File: src/rtl/fetch_pkg.sv
// -----------------------------------------------------------------------------
// fetch_pkg
// Shared types and constants for the instruction-fetch sequencer.
//   XLEN          : architectural PC / instruction width
//   PC_STEP       : byte distance between sequential fetches
//   RESET_PC_DEF  : default first fetch address after reset
//   QUEUE_DEPTH   : number of entries in the fetch buffer
//   fetch_entry_t : one buffered fetch {pc, inst}
// -----------------------------------------------------------------------------
package fetch_pkg;

   localparam int              XLEN         = 32;
   localparam logic [XLEN-1:0] PC_STEP      = 32'd4;
   localparam logic [XLEN-1:0] RESET_PC_DEF = 32'h0000_0000;
   localparam logic [1:0]      QUEUE_DEPTH  = 2'd2;

   typedef struct packed {
      logic [XLEN-1:0] pc;
      logic [XLEN-1:0] inst;
   } fetch_entry_t;

endpackage : fetch_pkg

File: src/rtl/fetch_queue.sv
// -----------------------------------------------------------------------------
// fetch_queue
// Two-entry FIFO of fetch_entry_t. entry0 is always the head, so the head
// outputs come straight from flops.
//   clk, rst_n  : clock, synchronous active-low reset
//   flush       : drop all buffered entries (takes priority over push/pop)
//   push        : write push_entry at the tail
//   push_entry  : entry to write
//   pop         : remove the head (ignored when empty)
//   head        : current head entry (registered)
//   count       : number of valid entries, 0..2
// -----------------------------------------------------------------------------
module fetch_queue
   import fetch_pkg::*;
(
   input  logic         clk,
   input  logic         rst_n,
   input  logic         flush,
   input  logic         push,
   input  fetch_entry_t push_entry,
   input  logic         pop,
   output fetch_entry_t head,
   output logic [1:0]   count
);

   fetch_entry_t entry0;
   fetch_entry_t entry1;
   logic [1:0]   count_q;
   logic         pop_ok;

   assign pop_ok = pop && (count_q != 2'd0);

   always_ff @(posedge clk) begin
      // NOTE: the storage is reset too, because the head is visible on the
      // outputs and must read as zero straight after reset.
      if (!rst_n) begin
         // NOTE: non-blocking assignments so every flop samples pre-edge values.
         entry0  <= '0;
         entry1  <= '0;
         count_q <= '0;
      end else if (flush) begin
         count_q <= '0;
      end else begin
         case ({push, pop_ok})
            2'b10: begin
               if (count_q != QUEUE_DEPTH) begin
                  if (count_q == 2'd0) entry0 <= push_entry;
                  else                 entry1 <= push_entry;
                  count_q <= count_q + 2'd1;
               end
            end
            2'b01: begin
               entry0  <= entry1;
               count_q <= count_q - 2'd1;
            end
            2'b11: begin
               // Count unchanged: new entry lands behind whatever remains.
               if (count_q == 2'd1) begin
                  entry0 <= push_entry;
               end else begin
                  entry0 <= entry1;
                  entry1 <= push_entry;
               end
            end
            default: ;
         endcase
      end
   end

   assign head  = entry0;
   assign count = count_q;

endmodule : fetch_queue

File: src/rtl/fetch_ctrl.sv
// -----------------------------------------------------------------------------
// fetch_ctrl
// Instruction-fetch sequencer between a registered (1-cycle latency) ROM and
// decode. Issues fetch PCs, tracks the request in flight, buffers results in
// a 2-entry queue and restarts at redirect targets.
// Optional feature macro: FETCH_PERF_CNT_EN enables the fetch/redirect
// performance counters; without it both counters read 0.
//   clk, rst_n     : clock, synchronous active-low reset
//   rom_pc         : ROM address (ROM returns data the following cycle)
//   rom_inst       : ROM data for the address issued last cycle
//   redirect_valid : flush and restart at redirect_pc
//   redirect_pc    : restart target, low two bits ignored
//   out_valid      : head instruction available (registered)
//   out_ready      : decode accepts the head this cycle
//   out_inst       : head instruction (registered)
//   out_pc         : head PC (registered)
//   fetch_cnt      : instructions accepted by decode
//   redirect_cnt   : redirect cycles seen
// DATA_WIDTH must match fetch_pkg::XLEN.
// -----------------------------------------------------------------------------
module fetch_ctrl
   import fetch_pkg::*;
#(
   parameter int                    DATA_WIDTH = XLEN,
   parameter logic [DATA_WIDTH-1:0] RESET_PC   = RESET_PC_DEF
) (
   input  logic                  clk,
   input  logic                  rst_n,
   output logic [DATA_WIDTH-1:0] rom_pc,
   input  logic [DATA_WIDTH-1:0] rom_inst,
   input  logic                  redirect_valid,
   input  logic [DATA_WIDTH-1:0] redirect_pc,
   output logic                  out_valid,
   input  logic                  out_ready,
   output logic [DATA_WIDTH-1:0] out_inst,
   output logic [DATA_WIDTH-1:0] out_pc,
   output logic [31:0]           fetch_cnt,
   output logic [31:0]           redirect_cnt
);

   logic [DATA_WIDTH-1:0] pc_q;
   logic                  issued_q;
   logic [DATA_WIDTH-1:0] issued_pc_q;

   logic                  issue;
   logic                  pop;
   logic                  push;
   logic [1:0]            occupancy;
   logic [1:0]            count;
   fetch_entry_t          head;
   fetch_entry_t          push_entry;
   logic                  unused_bits;

   // Word alignment discards the low target bits.
   assign unused_bits = &{1'b0, redirect_pc[1:0]};

   assign pop = out_valid & out_ready;

   always_comb begin
      // NOTE: defaults first so every path assigns every signal (no latches).
      rom_pc = pc_q;
      if (redirect_valid) rom_pc = {redirect_pc[DATA_WIDTH-1:2], 2'b00};
      // Credits: buffered + in flight - leaving must stay below the depth,
      // so a request's result always has a slot when it returns.
      occupancy = count + {1'b0, issued_q} - {1'b0, pop};
      issue     = redirect_valid | (occupancy < QUEUE_DEPTH);
   end

   // A result returning in a redirect cycle belongs to the squashed stream.
   assign push            = issued_q & ~redirect_valid;
   assign push_entry.pc   = issued_pc_q;
   assign push_entry.inst = rom_inst;

   always_ff @(posedge clk) begin
      if (!rst_n) begin
         pc_q        <= RESET_PC;
         issued_q    <= 1'b0;
         issued_pc_q <= '0;
      end else if (issue) begin
         issued_q    <= 1'b1;
         issued_pc_q <= rom_pc;
         pc_q        <= rom_pc + PC_STEP;
      end else begin
         issued_q    <= 1'b0;
      end
   end

   fetch_queue u_queue (
      .clk        (clk),
      .rst_n      (rst_n),
      .flush      (redirect_valid),
      .push       (push),
      .push_entry (push_entry),
      .pop        (pop),
      .head       (head),
      .count      (count)
   );

   assign out_valid = (count != 2'd0);
   assign out_inst  = head.inst;
   assign out_pc    = head.pc;

`ifdef FETCH_PERF_CNT_EN
   logic [31:0] fetch_cnt_q;
   logic [31:0] redirect_cnt_q;

   always_ff @(posedge clk) begin
      if (!rst_n) begin
         fetch_cnt_q    <= '0;
         redirect_cnt_q <= '0;
      end else begin
         // A pop in a redirect cycle was still consumed by decode.
         if (pop)            fetch_cnt_q    <= fetch_cnt_q + 32'd1;
         if (redirect_valid) redirect_cnt_q <= redirect_cnt_q + 32'd1;
      end
   end

   assign fetch_cnt    = fetch_cnt_q;
   assign redirect_cnt = redirect_cnt_q;
`else
   assign fetch_cnt    = '0;
   assign redirect_cnt = '0;
`endif

endmodule : fetch_ctrl

File: config.mk
export PLATFORM = sky130hd
export DESIGN_NAME = fetch_ctrl
export DESIGN_NICKNAME = d
export VERILOG_FILES = /design/src/rtl/fetch_pkg.sv /design/src/rtl/fetch_queue.sv /design/src/rtl/fetch_ctrl.sv
export SDC_FILE = /design/constraint.sdc
export NUM_CORES = 1
export LEC_CHECK = 0
export BUFFER_PORTS_ARGS = -buffer_cell sky130_fd_sc_hd__buf_2
export CAP_MARGIN = 10
export CELL_PAD_IN_SITES_DETAIL_PLACEMENT = 1
export CELL_PAD_IN_SITES_GLOBAL_PLACEMENT = 2
export CORE_ASPECT_RATIO = 1.75
export CORE_MARGIN = 3
export CORE_UTILIZATION = 25
export DETAILED_ROUTE_END_ITERATION = 7
export PLACE_DENSITY_LB_ADDON = 0.12
export SYNTH_ARGS = -nofsm -noshare
export SYNTH_HDL_FRONTEND = slang
export SYNTH_SLANG_ARGS = --single-unit
File: constraint.sdc
create_clock -name clk -period 4.4 [get_ports clk]
set_clock_uncertainty 0.2 [all_clocks]
set_input_delay 0.44 -clock clk [delete_from_list [all_inputs] [get_ports clk]]
set_output_delay 0.44 -clock clk [all_outputs]
set_load 0.005 [all_outputs]
==> results of run 1 <==
-- worst register-to-register path: stages (launching register included) --
cell	delay (ns)
dfxtp_1	0.41
inv_1	0.10
ha_1	0.22
nand2b_1	0.23
inv_1	0.19
ha_1	0.26
nor2b_1	0.20
xnor2_1	0.10
buf_4	0.18
nand2_2	0.29
buf_4	0.55
nand3_1	0.15
o311ai_0	0.30
-- cells in the mapped netlist (3+ instances only) --
library cell,number,area [um2]
nor2_1,109,409
mux2i_1,84,841
o211ai_1,5,37.5
and2_1,4,25.0
mux2_2,11,124
ha_1,5,62.6
o22ai_1,6,37.5
o221ai_1,5,43.8
nor2b_1,5,31.3
and3_1,11,68.8
nand2_1,175,657
xor2_1,4,35.0
o21a_1,4,30.0
nor3_1,12,60.1
clkbuf_1,48,180
inv_1,25,93.8
nand4b_1,3,26.3
nand3_1,34,170
dfxtp_1,193,3860
a31oi_1,3,18.8
o21ai_0,7,35.0
or4_1,5,37.5
nand3b_1,6,45.0
a21oi_1,81,405
nand4_1,6,37.5
buf_2,20,100
o311ai_0,4,35.0
buf_1,8,30.0
xnor2_1,11,96.3
o2111ai_1,8,70.1
buf_4,65,488
a211oi_1,84,631
-- kinds of logic after synthesis --
kind of cell,count (synthesis),share of synthesized area
simple gates,380,0.181
compound gates,225,0.169
flops,193,0.423
buf+inv,170,0.101
mux,95,0.106
xor+xnor,15,0.0144
fa+ha+maj,5,0.00684
other cells,1,0.000410
-- cell type report --
type                    instances  area (um2)
multi-input cells             784        4620
flip-flops and latches        193        3860
repair buffers                183        1010
clock buffers                  21         450
fillers                      4371       25300
clock inverters                11         130
inverters                      27         106
well taps                     470         588
-- per-stage QoR --
| stage | total power, W | worst slack (ns) |
|---|---|---|
| after floorplan | 0.00248 | 1.05 |
| after global placement | 0.00274 | 0.852 |
| after detailed placement | 0.00275 | 0.798 |
| after CTS | 0.00439 | 0.901 |
| after global routing | 0.00455 | 0.483 |
| final | 0.00428 | 0.930 |
-- power by group through the flow --
stage | Sequential [W] | Combinational [W] | Clock (W)
floorplan | 0.00200 | 0.000486 | 0
global placement | 0.00201 | 0.000730 | 0
detailed placement | 0.00201 | 0.000738 | 0
CTS | 0.00197 | 0.000741 | 0.00168
global route | 0.00199 | 0.000819 | 0.00174
finish | 0.00197 | 0.000718 | 0.00160
-- layer usage --
metal / vias up / track usage / wire, um
met2: 171 / 0.250 / 13900
li1: 3893 / - / -
met1: 3708 / 0.180 / 12600
met5: - / 0 / 0
met3: 18 / 0.0262 / 1050
met4: 0 / 0.0405 / 383
-- registers in the layout (all words and copies together) (netlist names) --
signal          flops
u_queue.head       64
pc_q               32
u_queue.count       2
issued_pc_q        30
u_queue.entry1     64
issued_q            1
-- how the worst min path moves through the flow --
stage | cells past startpoint | end | slack, ns | start
6_report | 3 | u_queue.entry1[23] | 0.04 | rom_inst[23]
5_1_grt | 3 | u_queue.entry1[23] | 0.02 | rom_inst[23]
4_1_cts | 3 | u_queue.entry1[23] | 0.009 | rom_inst[23]
3_5_place_dp | 2 | u_queue.entry1[59] | 0.25 | u_queue.entry1[59]
3_3_place_gp | 2 | u_queue.entry1[52] | 0.24 | u_queue.entry1[52]
2_1_floorplan | 2 | pc_q[2] | 0.24 | pc_q[2]
==> flow_summary.json, run 1 <==
{
  "p_per_area_nw_per_um2": 398,
  "dieArea_um2": 39000,
  "r2r_setup_slack_ns": 0.93,
  "p_leak_nw": 4.25,
  "min_period_over_period": 0.789,
  "postSynthAreaPerCell_um2": 8.43,
  "grt_pass1_vias": 7897,
  "ys_types": 58,
  "drc": 0,
  "tightest_slew_ns": 0.912,
  "r2r-start": "u_queue.count[1]",
  "relSlewSlack": 0.392,
  "cts_max_path_buffers": 2,
  "num_vias": 7790,
  "placeableCoreArea_um2": 36000,
  "grt_pass1_wl_mm": 44.2,
  "synth_edf_count": 0,
  "totalWireLength_mm": 28.0,
  "die_y_um": 259,
  "place_inst": 1657,
  "power_frac_seq": 0.460,
  "rsz0062_at_grt": "no",
  "hold_violations": 0,
  "synth-seq-cells": 193,
  "postCtsSetupRepairBufs": 0,
  "cts_tree": "done",
  "start_util": 0.254,
  "ys.warnings.count": 0,
  "cp-startpoint": "u_queue.count[1]",
  "path_depth": 12,
  "place_area_um2": 10200,
  "crit_buf_inv": 4,
  "p_sw_w": 0.00126,
  "drt_iter0_drc": 194,
  "avgRoutedWirePerCell_um": 16.6,
  "gp_congestion": 0.726,
  "antenna_found_initial": 0,
  "layout-drive-gt1-share": 0.196,
  "dp_hpwl_mm": 19.2,
  "clock_power_share": 0.373,
  "critPathCaptureType": "flip-flop",
  "grt_overflow": 0,
  "fmax_ghz": 0.288,
  "final_cell_area_um2": 10800,
  "critPathSlowestCell": "buf_4",
  "hold_ws_ns": 0.0420,
  "swShare": 0.294,
  "p_int_w": 0.00302,
  "synthCells": 1084,
  "status": "completed",
  "io_pins": 229,
  "clk_latency_ns": 0.44,
  "cp-start-kind": "flip-flop",
  "r2r-end": "pc_q[20]",
  "cp.required_ns": 4.54,
  "cts_made_buffers": 17,
  "worstSetupPathType": "reg -> reg",
  "ys_seq_area_frac": 0.423,
  "placementRows": 92,
  "critPathMaxStageDelay_ns": 0.54,
  "final_cell_mix": "dfxtp_1 (193), nand2_1 (175), buf_2 (162), nor2_1 (107)",
  "syn-cell-area_um2": 9140,
  "crit_arrival_ns": 3.61,
  "utilization": 0.299,
  "post_drt_via_cell_ratio": 4.61,
  "die_x_um": 151,
  "period_minus_slack_ns": 3.47,
  "max_cap_viol_count": 0,
  "setup_viol": 0,
  "power_frac_comb": 0.168,
  "setup_tns_ns": 0,
  "ant_nets": 0,
  "hp-class": "in -> reg",
  "grt_max_degree": 109,
  "final_common_cell": "dfxtp_1",
  "synthFlopType": "dfxtp_1",
  "root_buffer": "clkbuf_16",
  "areaGrowthSynthToFinish_pct": 17.7,
  "num-nets-final": 1279,
  "gr-usage-all-layers": 0.144,
  "path_cells": "inv_1, ha_1, nand2b_1, inv_1, ha_1, nor2b_1, xnor2_1, buf_4, nand2_2, buf_4, nand3_1, o311ai_0",
  "synthArstFlopShare": 0,
  "crit_fanout": 54,
  "cts.hold.buffers_added": 0,
  "clk_pin_slew_ns": 0.08,
  "peakVddDrop_mv": 0.271,
  "firstDrtPassIters": 4,
  "antennaDiodeCount": 0,
  "io_buffers": 162,
  "slew_viol_final": 0,
  "reg2reg_depth": 12,
  "cp_top_family": "buffers and inverters",
  "cts_resized": 0,
  "final_cells": 1689,
  "cts.htree.levels": 4,
  "clock-sinks": 193,
  "endpoint": "pc_q[20]"
}
(Power assumes the default switching activity.)
==> run 2: changes to the inputs <==
- clock period: 4.4 -> 3.5 ns (I/O delays scaled with it)
==> run 2 against run 1 <==
Effect of this change: worst setup slack worse by 0.62 ns; flip-flop and latch count stayed put; power is 26% higher; combinational power is 31% higher; cell count is 2.0% higher; sequential share of layout area is 1.2 points lower; largest power group unchanged; worst hold slack better by 0.092 ns; fmax is 8.8% higher; core utilization is 1.0 points higher; routed wire length is 1.4% higher.
==> flow_summary.json, run 2 (synthesis gave the netlist of run 1 again) <==
{
  "status": "completed",
  "cp-start-kind": "flip-flop",
  "critPathSlowestCell": "nor2_2",
  "fillCellCount": 4323,
  "slew_viol_final": 0,
  "root_buffer": "clkbuf_16",
  "worstSetupPathType": "reg -> reg",
  "p_leak_nw": 4.40,
  "path_cells": "inv_1, ha_1, nand2b_1, inv_1, ha_1, nor2b_1, xor2_1, nor2_2, buf_12, o31ai_1, and2_1",
  "gp_congestion": 0.765,
  "reg2reg_depth": 11,
  "setup_viol": 0,
  "dp_hpwl_mm": 19.4,
  "final_cell_mix": "dfxtp_1 (193), nand2_1 (175), buf_2 (162), nor2_1 (107)",
  "cts_made_buffers": 17,
  "p_per_area_nw_per_um2": 485,
  "cts_tree": "done",
  "cts_max_path_buffers": 2,
  "gr-usage-all-layers": 0.145,
  "min_path_cells": 3,
  "firstDrtPassIters": 5,
  "clock-sinks": 193,
  "clk_pin_slew_ns": 0.07,
  "r2r-start": "u_queue.count[1]",
  "areaGrowthSynthToFinish_pct": 21.7,
  "final_cell_area_um2": 11100,
  "peakVddDrop_mv": 0.313,
  "relSlewSlack": 0.438,
  "grt_max_degree": 129,
  "crit_arrival_ns": 3.33,
  "r2r-end": "pc_q[11]",
  "post_drt_via_cell_ratio": 4.59,
  "placementRows": 92,
  "max_cap_viol_count": 0,
  "cp_top_family": "simple AND/OR/NAND/NOR gates",
  "rsz0062_at_grt": "no",
  "num-nets-final": 1313,
  "io_pins": 229,
  "cts.htree.levels": 4,
  "period_minus_slack_ns": 3.19,
  "min_period_over_period": 0.911,
  "die_x_um": 151,
  "r2r_setup_slack_ns": 0.31,
  "cts_resized": 0,
  "ant_nets": 0,
  "critPathCaptureType": "flip-flop",
  "drt_iter0_drc": 225,
  "crit_buf_inv": 3,
  "hold_violations": 0,
  "tightest_slew_ns": 0.843,
  "hold_start": "redirect_pc[19]",
  "postCtsSetupRepairBufs": 0,
  "num_vias": 7911,
  "min_delay_worst_endpoint": "issued_pc_q[19]",
  "power_w": 0.00539,
  "hp-class": "in -> reg",
  "fmax_ghz": 0.314,
  "cts.hold.buffers_added": 32,
  "grt_pass1_vias": 7751,
  "clk_latency_ns": 0.44,
  "setup_tns_ns": 0,
  "drc": 0,
  "placeableCoreArea_um2": 36000,
  "cp.required_ns": 3.64,
  "totalWireLength_mm": 28.4,
  "multi_input_area_um2": 4620,
  "final_common_cell": "dfxtp_1",
  "layout-drive-gt1-share": 0.193,
  "grt_pass1_wl_mm": 44.3,
  "crit_fanout": 18,
  "utilization": 0.309,
  "dieArea_um2": 39000,
  "avgRoutedWirePerCell_um": 16.5,
  "grt_overflow": 0,
  "place_area_um2": 10200,
  "antennaDiodeCount": 0,
  "io_buffers": 162,
  "die_y_um": 259,
  "start_util": 0.254,
  "antenna_found_initial": 0,
  "regArea_um2": 3860,
  "critPathMaxStageDelay_ns": 0.66
}
[run 2: cell types whose count changed in the layout (fill, tap and decap cells not counted), sizes merged]
cell         previous run  this run
inv                    28        26
buf                   183       185
clkinv                  4         5
dlygate4sd3             0        32
[run 2: how the worst max path moves through the flow]
stage | from | to | slack (ns) | depth (start not counted)
final | u_queue.count[1] | pc_q[11] | 0.31 | 11
after global routing | u_queue.count[1] | pc_q[11] | 0.04 | 11
after CTS | u_queue.count[1] | pc_q[11] | 0.29 | 11
after detailed placement | u_queue.count[1] | pc_q[11] | 0.31 | 11
after global placement | u_queue.count[1] | pc_q[11] | 0.35 | 11
after floorplan | redirect_valid | pc_q[30] | 0.24 | 12
[run 2: final cells by class]
class                           count  area share
Clock inverter                     10     0.00990
Sequential cell                   193       0.347
Tap cell                          470      0.0529
Clock buffer                       21      0.0423
Timing Repair Buffer              217       0.123
Multi-Input combinational cell    784       0.415
Inverter                           27     0.00956
[run 2: per-layer routing]
layer  GRT usage  up-vias  share of wire
met2       0.250      177           0.50
met5           0        -              0
met4      0.0351        0         0.0094
met1       0.185     3750           0.45
li1            -     3971              -
met3      0.0264       13          0.039
[run 2: per-stage QoR]
stage | hold WS (ns) | setup WS [ns] | cells
after global placement | 0.241 | 0.345 | 1659
after detailed placement | 0.249 | 0.313 | 1659
after global routing | 0.158 | 0.0430 | 1722
after CTS | 0.104 | 0.292 | 1722
after floorplan | 0.236 | 0.238 | 1147
final | 0.134 | 0.311 | 1722
[run 2: worst register-to-register path: cells and delay by family (launching register included)]
family / cells / cell delay (ns)
DFF: 1 / 0.39
adders and majority gates: 2 / 0.47
xor gates and xnor gates: 1 / 0.15
AOI/OAI and AO/OA: 1 / 0.09
and+or+nand+nor: 4 / 1.25
buffers and inverters: 3 / 0.53
[run 2: power by group]
part	switching, W	internal, W
Clock	0.000874	0.00110
Combinational	0.000557	0.000383
Sequential	0.000111	0.00237
Total	0.00154	0.00385
